## config.mk

```make
export PLATFORM = sky130hd
export DESIGN_NAME = decode_stage
export DESIGN_NICKNAME = d
export VERILOG_FILES = /design/src/rtl/decode_stage.sv
export SDC_FILE = /design/constraint.sdc
export NUM_CORES = 1
export LEC_CHECK = 0
export BUFFER_PORTS_ARGS = -buffer_cell sky130_fd_sc_hd__buf_2
export CAP_MARGIN = 20
export CORE_ASPECT_RATIO = 1.5
export CORE_MARGIN = 8
export CORE_UTILIZATION = 55
export CTS_CLUSTER_SIZE = 40
export DETAILED_ROUTE_END_ITERATION = 8
export PLACE_DENSITY_LB_ADDON = 0.15
export SYNTH_ARGS = -nofsm -noshare
export SYNTH_HDL_FRONTEND = slang
export SYNTH_SLANG_ARGS = --single-unit
```

## constraint.sdc

```tcl
create_clock -name clk -period 2.6 [get_ports clk]
set_input_delay 0.13 -clock clk [delete_from_list [all_inputs] [get_ports clk]]
set_output_delay 0.13 -clock clk [all_outputs]
set_load 0.02 [all_outputs]
```

## src/rtl/decode_stage.sv

```systemverilog
// RV32I decode stage: classifies fetched beats and hands them to execute
// through a registered two-entry skid buffer (head drives out_*, skid catches overflow).

package opcode_type;
  typedef enum logic [3:0] {
    invalid, lui_type, auipc_type, jal_type, jalr_type, branch_type,
    load_type, store_type, imm_arith, reg_arith, fence_type, system_type
  } opcode_t;

  typedef enum logic [5:0] {
    LUI, AUIPC, JAL, JALR,
    BEQ, BNE, BLT, BGE, BLTU, BGEU,
    LB, LH, LW, LBU, LHU, SB, SH, SW,
    ADDI, SLTI, SLTIU, XORI, ORI, ANDI, SLLI, SRLI, SRAI,
    ADD, SUB, SLL, SLT, SLTU, XOR, SRL, SRA, OR, AND,
    FENCE, ECALL, EBREAK,
    CSRRW, CSRRS, CSRRC, CSRRWI, CSRRSI, CSRRCI
  } instr_kind_t;
endpackage

module decode_stage
  import opcode_type::*;
#(
  parameter int XLEN          = 32,
  parameter bit STRICT_FUNCT7 = 1'b1
) (
  input  logic              clk,
  input  logic              rst,
  input  logic              flush,
  input  logic              in_valid,
  output logic              in_ready,
  input  logic [XLEN-1:0]   in_pc,
  input  logic [31:0]       in_instr,
  output logic              out_valid,
  input  logic              out_ready,
  output logic [XLEN-1:0]   out_pc,
  output opcode_t           out_opcode,
  output instr_kind_t       out_kind,
  output logic [4:0]        out_rd,
  output logic [4:0]        out_rs1,
  output logic [4:0]        out_rs2,
  output logic [XLEN-1:0]   out_imm,
  output logic              out_illegal
);

  typedef struct packed {
    logic [XLEN-1:0] pc;
    opcode_t         opcode;
    instr_kind_t     kind;
    logic [4:0]      rd;
    logic [4:0]      rs1;
    logic [4:0]      rs2;
    logic [XLEN-1:0] imm;
    logic            illegal;
  } rec_t;

  localparam rec_t RESET_REC = '{pc: '0, opcode: invalid, kind: LUI, rd: 5'd0,
                                 rs1: 5'd0, rs2: 5'd0, imm: '0, illegal: 1'b0};

  typedef enum logic [1:0] {EMPTY, ONE, TWO} state_t;

  state_t          state_r, next_s;
  logic            in_ready_r, out_valid_r;
  rec_t            head_r, skid_r, dec_s;
  logic            load_head_s, load_skid_s, head_from_skid_s;
  logic            acc_s, pop_s;

  opcode_t         op_s;
  instr_kind_t     kind_s;
  logic [XLEN-1:0] imm_s, imm_i_s, imm_st_s, imm_b_s, imm_u_s, imm_j_s, shamt_s;
  logic            bad_s, f7_zero_s, f7_alt_s;

  assign imm_i_s   = {{20{in_instr[31]}}, in_instr[31:20]};
  assign imm_st_s  = {{20{in_instr[31]}}, in_instr[31:25], in_instr[11:7]};
  assign imm_b_s   = {{19{in_instr[31]}}, in_instr[31], in_instr[7], in_instr[30:25], in_instr[11:8], 1'b0};
  assign imm_u_s   = {in_instr[31:12], 12'd0};
  assign imm_j_s   = {{11{in_instr[31]}}, in_instr[31], in_instr[19:12], in_instr[20], in_instr[30:21], 1'b0};
  assign shamt_s   = {27'd0, in_instr[24:20]};
  assign f7_zero_s = (in_instr[31:25] == 7'b0000000);
  assign f7_alt_s  = (in_instr[31:25] == 7'b0100000);

  // Instruction classification and immediate selection
  always_comb begin
    op_s   = invalid;
    kind_s = LUI;
    imm_s  = '0;
    bad_s  = 1'b0;
    case (in_instr[6:0])
      7'b0110111: begin op_s = lui_type;   kind_s = LUI;   imm_s = imm_u_s; end
      7'b0010111: begin op_s = auipc_type; kind_s = AUIPC; imm_s = imm_u_s; end
      7'b1101111: begin op_s = jal_type;   kind_s = JAL;   imm_s = imm_j_s; end
      7'b1100111: begin
        op_s = jalr_type; kind_s = JALR; imm_s = imm_i_s;
        bad_s = (in_instr[14:12] != 3'b000);
      end
      7'b1100011: begin
        op_s = branch_type; imm_s = imm_b_s;
        case (in_instr[14:12])
          3'b000:  kind_s = BEQ;
          3'b001:  kind_s = BNE;
          3'b100:  kind_s = BLT;
          3'b101:  kind_s = BGE;
          3'b110:  kind_s = BLTU;
          3'b111:  kind_s = BGEU;
          default: bad_s = 1'b1;
        endcase
      end
      7'b0000011: begin
        op_s = load_type; imm_s = imm_i_s;
        case (in_instr[14:12])
          3'b000:  kind_s = LB;
          3'b001:  kind_s = LH;
          3'b010:  kind_s = LW;
          3'b100:  kind_s = LBU;
          3'b101:  kind_s = LHU;
          default: bad_s = 1'b1;
        endcase
      end
      7'b0100011: begin
        op_s = store_type; imm_s = imm_st_s;
        case (in_instr[14:12])
          3'b000:  kind_s = SB;
          3'b001:  kind_s = SH;
          3'b010:  kind_s = SW;
          default: bad_s = 1'b1;
        endcase
      end
      7'b0010011: begin
        op_s = imm_arith; imm_s = imm_i_s;
        case (in_instr[14:12])
          3'b000:  kind_s = ADDI;
          3'b010:  kind_s = SLTI;
          3'b011:  kind_s = SLTIU;
          3'b100:  kind_s = XORI;
          3'b110:  kind_s = ORI;
          3'b111:  kind_s = ANDI;
          3'b001: begin
            kind_s = SLLI; imm_s = shamt_s;
            bad_s  = STRICT_FUNCT7 && !f7_zero_s;
          end
          3'b101: begin
            // imm[11:5] is a function code here, so only the shift amount is kept
            kind_s = in_instr[30] ? SRAI : SRLI; imm_s = shamt_s;
            bad_s  = STRICT_FUNCT7 && !(f7_zero_s || f7_alt_s);
          end
          default: bad_s = 1'b1;
        endcase
      end
      7'b0110011: begin
        op_s = reg_arith;
        case (in_instr[14:12])
          3'b000: begin
            kind_s = in_instr[30] ? SUB : ADD;
            bad_s  = STRICT_FUNCT7 && !(f7_zero_s || f7_alt_s);
          end
          3'b101: begin
            kind_s = in_instr[30] ? SRA : SRL;
            bad_s  = STRICT_FUNCT7 && !(f7_zero_s || f7_alt_s);
          end
          3'b001:  begin kind_s = SLL;  bad_s = STRICT_FUNCT7 && !f7_zero_s; end
          3'b010:  begin kind_s = SLT;  bad_s = STRICT_FUNCT7 && !f7_zero_s; end
          3'b011:  begin kind_s = SLTU; bad_s = STRICT_FUNCT7 && !f7_zero_s; end
          3'b100:  begin kind_s = XOR;  bad_s = STRICT_FUNCT7 && !f7_zero_s; end
          3'b110:  begin kind_s = OR;   bad_s = STRICT_FUNCT7 && !f7_zero_s; end
          3'b111:  begin kind_s = AND;  bad_s = STRICT_FUNCT7 && !f7_zero_s; end
          default: bad_s = 1'b1;
        endcase
      end
      7'b0001111: begin
        op_s = fence_type; kind_s = FENCE;
        bad_s = (in_instr[14:12] != 3'b000);
      end
      7'b1110011: begin
        op_s = system_type; imm_s = imm_i_s;
        case (in_instr[14:12])
          3'b000: begin
            if (in_instr == 32'h0000_0073) begin
              kind_s = ECALL;
            end else if (in_instr == 32'h0010_0073) begin
              kind_s = EBREAK;
            end else begin
              bad_s = 1'b1;
            end
          end
          3'b001:  kind_s = CSRRW;
          3'b010:  kind_s = CSRRS;
          3'b011:  kind_s = CSRRC;
          3'b101:  kind_s = CSRRWI;
          3'b110:  kind_s = CSRRSI;
          3'b111:  kind_s = CSRRCI;
          default: bad_s = 1'b1;
        endcase
      end
      default: bad_s = 1'b1;
    endcase
  end

  // Assemble the decoded record; illegal words keep their register fields
  always_comb begin
    dec_s     = RESET_REC;
    dec_s.pc  = in_pc;
    dec_s.rd  = in_instr[11:7];
    dec_s.rs1 = in_instr[19:15];
    dec_s.rs2 = in_instr[24:20];
    if (bad_s || (in_instr[1:0] != 2'b11)) begin
      dec_s.opcode  = invalid;
      dec_s.kind    = LUI;
      dec_s.imm     = '0;
      dec_s.illegal = 1'b1;
    end else begin
      dec_s.opcode  = op_s;
      dec_s.kind    = kind_s;
      dec_s.imm     = imm_s;
      dec_s.illegal = 1'b0;
    end
  end

  assign acc_s = in_valid && in_ready_r;
  assign pop_s = out_valid_r && out_ready;

  // Occupancy next-state and buffer load controls
  always_comb begin
    next_s           = state_r;
    load_head_s      = 1'b0;
    load_skid_s      = 1'b0;
    head_from_skid_s = 1'b0;
    if (flush) begin
      next_s = EMPTY;
    end else begin
      case (state_r)
        EMPTY: begin
          if (acc_s) begin
            next_s = ONE; load_head_s = 1'b1;
          end else begin
            next_s = EMPTY;
          end
        end
        ONE: begin
          if (acc_s && !pop_s) begin
            next_s = TWO; load_skid_s = 1'b1;
          end else if (!acc_s && pop_s) begin
            next_s = EMPTY;
          end else if (acc_s && pop_s) begin
            next_s = ONE; load_head_s = 1'b1;
          end else begin
            next_s = ONE;
          end
        end
        TWO: begin
          if (pop_s) begin
            next_s = ONE; head_from_skid_s = 1'b1;
          end else begin
            next_s = TWO;
          end
        end
        default: next_s = EMPTY;
      endcase
    end
  end

  // State register with registered handshake flags
  always_ff @(posedge clk) begin
    if (rst) begin
      state_r     <= EMPTY;
      in_ready_r  <= 1'b1;
      out_valid_r <= 1'b0;
    end else begin
      state_r     <= next_s;
      in_ready_r  <= (next_s != TWO);
      out_valid_r <= (next_s != EMPTY);
    end
  end

  // Head and skid entry storage
  always_ff @(posedge clk) begin
    if (rst) begin
      head_r <= RESET_REC;
      skid_r <= RESET_REC;
    end else begin
      if (load_head_s) begin
        head_r <= dec_s;
      end else if (head_from_skid_s) begin
        head_r <= skid_r;
      end else begin
        head_r <= head_r;
      end
      if (load_skid_s) begin
        skid_r <= dec_s;
      end else begin
        skid_r <= skid_r;
      end
    end
  end

  assign in_ready    = in_ready_r;
  assign out_valid   = out_valid_r;
  assign out_pc      = head_r.pc;
  assign out_opcode  = head_r.opcode;
  assign out_kind    = head_r.kind;
  assign out_rd      = head_r.rd;
  assign out_rs1     = head_r.rs1;
  assign out_rs2     = head_r.rs2;
  assign out_imm     = head_r.imm;
  assign out_illegal = head_r.illegal;

endmodule
```

==> out/qor.txt <==
DRC violations left - 0
Final Critical Period - 2.48 ns
WHS Endpoint - out_imm[8]
post-route clock skew - 0.0101 ns
Final WS setup - 0.122 ns
Flop pwr share - 47.5%
Main synth FF type - dfxtp_1
WS Path Type - in2reg
Critical Path Start Type - input port
Post-synth ARST share - 0%
CTS Hold Bufs - 44
Seq/Total Area, Yosys - 45.3%
TritonCTS clock tree - built
Syn Inst Count - 1012
Worst-path clk slew - 0.08 ns
Avg Cell Area, Syn - 8.04 um2
DR top layer - met4
remaining antenna violation count - 0
Slew Viols, Final - 0
Setup WS pre-CTS - 0.304 ns
worst reg2reg endpoint - out_illegal
Required @ worst endpoint - 2.97 ns
Fin. Hold Viols - 0
syn nets - 1083
Commonest cells post-synth - 202 x nand2_1, 184 x dfxtp_1, 173 x a21oi_1
layout cells sized above 1 - 21.8%
Synth area leader - dfxtp_1
Clock Sinks - 184
cell-internal power - 4400 uW
H-tree levels - 4
area grow syn2layout - 26.2%
Fillers - 1178
HP Start - in_instr[28]
Ports - 161
Ant. Diodes - 0
flop2flop setup slack - 0.40 ns
drt total wl - 26.5 mm
Met2 Wirelength - 13.4 mm
CTS root buffer - clkbuf_16
Hold Path Class - in2reg
Leak Pwr - 0.00401 uW
Initial Utilization - 56.0%
synth warn - 0
# nets final - 1259
Clk Latency, worst-skew pair - 0.43 ns
clock network fraction of total power - 41.7%
number of antenna violations at the first check in global routing - 0
slew of the pin with the lowest slew margin - 0.662 ns
post-synthesis cell area - 8140 um2
Via Count - 8413
Worst Path Max Fanout - 9
fmax - 0.404 GHz
Core Area - 14500 um2
post-synth top area share - 45.3%
vias in the first global route - 8197
Pre-antenna DRT Iters - 5
Min Hold Slack - 0.0125 ns
Fin Setup TNS - 0 ns
Final Setup Violations - 0
status - finished, final reports clean
CTS max path bufs - 2
Placement Rows - 54
Iteration-0 DRC Markers - 759
Tcrit/Tclk final - 95.3%
# port buffers - 160
combinational power share - 10.8%
WL/cell - 19.0 um
Worst R2R Start - out_valid
Inserted Clock Buffers - 17
Hold Path Depth - 2
Yosys reg bits - 184
dpl hpwl - 17.7 mm
sequential cell area - 3680 um2
gr ovfl total - 0
max-cap violations - 0
M1 WL - 10.1 mm
Tot GR Track Use - 27.9%
first-pass GRT wire length - 42.5 mm
die area - 19000 um2
vias per cell - 6.02
GP Congestion - 0.984
metal3 WL - 1.98 mm
Distinct cells, synth - 67
chip height - 165 um
FF-to-FF path depth - 8
Pwr Total - 6090 uW
Max VDD drop - 578 uV
largest net degree at the start of global routing - 91
postcts setup bufs - 0
Sw Share - 27.8%
RSZ-0062 raised after global routing - false
top-count cell post-synth - nand2_1
area of the multi-input gates - 4100 um2
Switch Pwr - 1690 uW
die width - 115 um
Synth area leaders - dfxtp_1 45%, a21oi_1 11%, nand2_1 9.3%
Post-synth EDFFs - 0
relative slew slack - 55.6%
crit end category - register
CP arrival - 2.85 ns
Core Util, Final - 70.7%
post-CTS resize count - 0
PwrDens - 592 nW/um2
through the flow:
stage	instance area [um2]	cells
after floorplan	8140	1012
after global placement	9240	1320
after detailed placement	9260	1321
after CTS	10300	1397
after global routing	10300	1397
final	10300	1397
cell type report:
| type | instances | area share (%) |
|---|---|---|
| multi-input cells | 732 | 39.9 |
| flip-flops and latches | 184 | 35.8 |
| repair buffers | 247 | 16.0 |
| clock buffers | 18 | 4.18 |
| well taps | 196 | 2.39 |
| clock inverters | 14 | 1.47 |
| inverters | 6 | 0.219 |
kinds of logic (layout without fill, tap and decap cells):
kind of cell / Yosys count / in the layout / synth area share [%]
and+or+nand+nor: 357 / 357 / 21.1
muxes: 2 / 2 / 0.246
DFF: 184 / 184 / 45.3
xor gates and xnor gates: 2 / 2 / 0.215
AOI/OAI and AO/OA: 369 / 369 / 28.0
buffers and inverters: 96 / 285 / 4.86
adders and majority gates: 2 / 2 / 0.307
worst max-delay path, stage by stage:
cell,delay (ns)
dlygate4sd3_1,0.53
buf_2,0.16
nor4_1,0.46
nand4_2,0.20
o311ai_2,0.35
nand4_2,0.26
buf_4,0.25
nor3_1,0.34
a22o_1,0.18
power groups by stage:
stage	registers, uW	clock network [uW]	logic (uW)
3_3_place_gp	2960	0	586
5_1_grt	2900	2700	704
3_5_place_dp	2960	0	592
4_1_cts	2890	2570	647
2_1_floorplan	3000	0	295
6_report	2890	2540	657
state kept, by name, summed over array words and instances, names as in the netlist:
signal       flops
out_valid        1
out_rd           5
out_imm         32
out_kind         6
skid_r          90
out_rs1          5
out_rs2          5
out_opcode       4
out_illegal      1
out_pc          32
state_r          2
in_ready         1
metal layers:
layer	vias to the layer above	track usage, %
li1	4007	-
met1	3947	31.7
met2	380	47.3
met3	79	6.26
met4	0	15.4
met5	-	0
worst max-delay path by stage:
stage                 startpoint     endpoint  slack (ns)  cells after the start
floorplan              out_valid   out_pc[15]        0.51                     10
finish              in_instr[11]   skid_r[55]        0.12                      9
CTS                 in_instr[11]   skid_r[55]        0.20                      9
global placement     in_instr[5]  out_illegal        0.34                      8
detailed placement  in_instr[21]   skid_r[55]        0.30                      8
global route        in_instr[11]   out_imm[7]        0.02                      9
cells in the final DEF (no fill, tap or decap), drive strengths merged, types with 11 or more instances in the layout:
cell,count
dlygate4sd3,44
clkbuf,18
nand3,15
nand2,202
o22ai,32
nor2,26
nand2b,11
inv,13
dfxtp,184
a22oi,53
buf,203
and3,39
o21ai,41
a21oi,174
nor3,17
No activity file was read; power rests on OpenSTA's default activity.
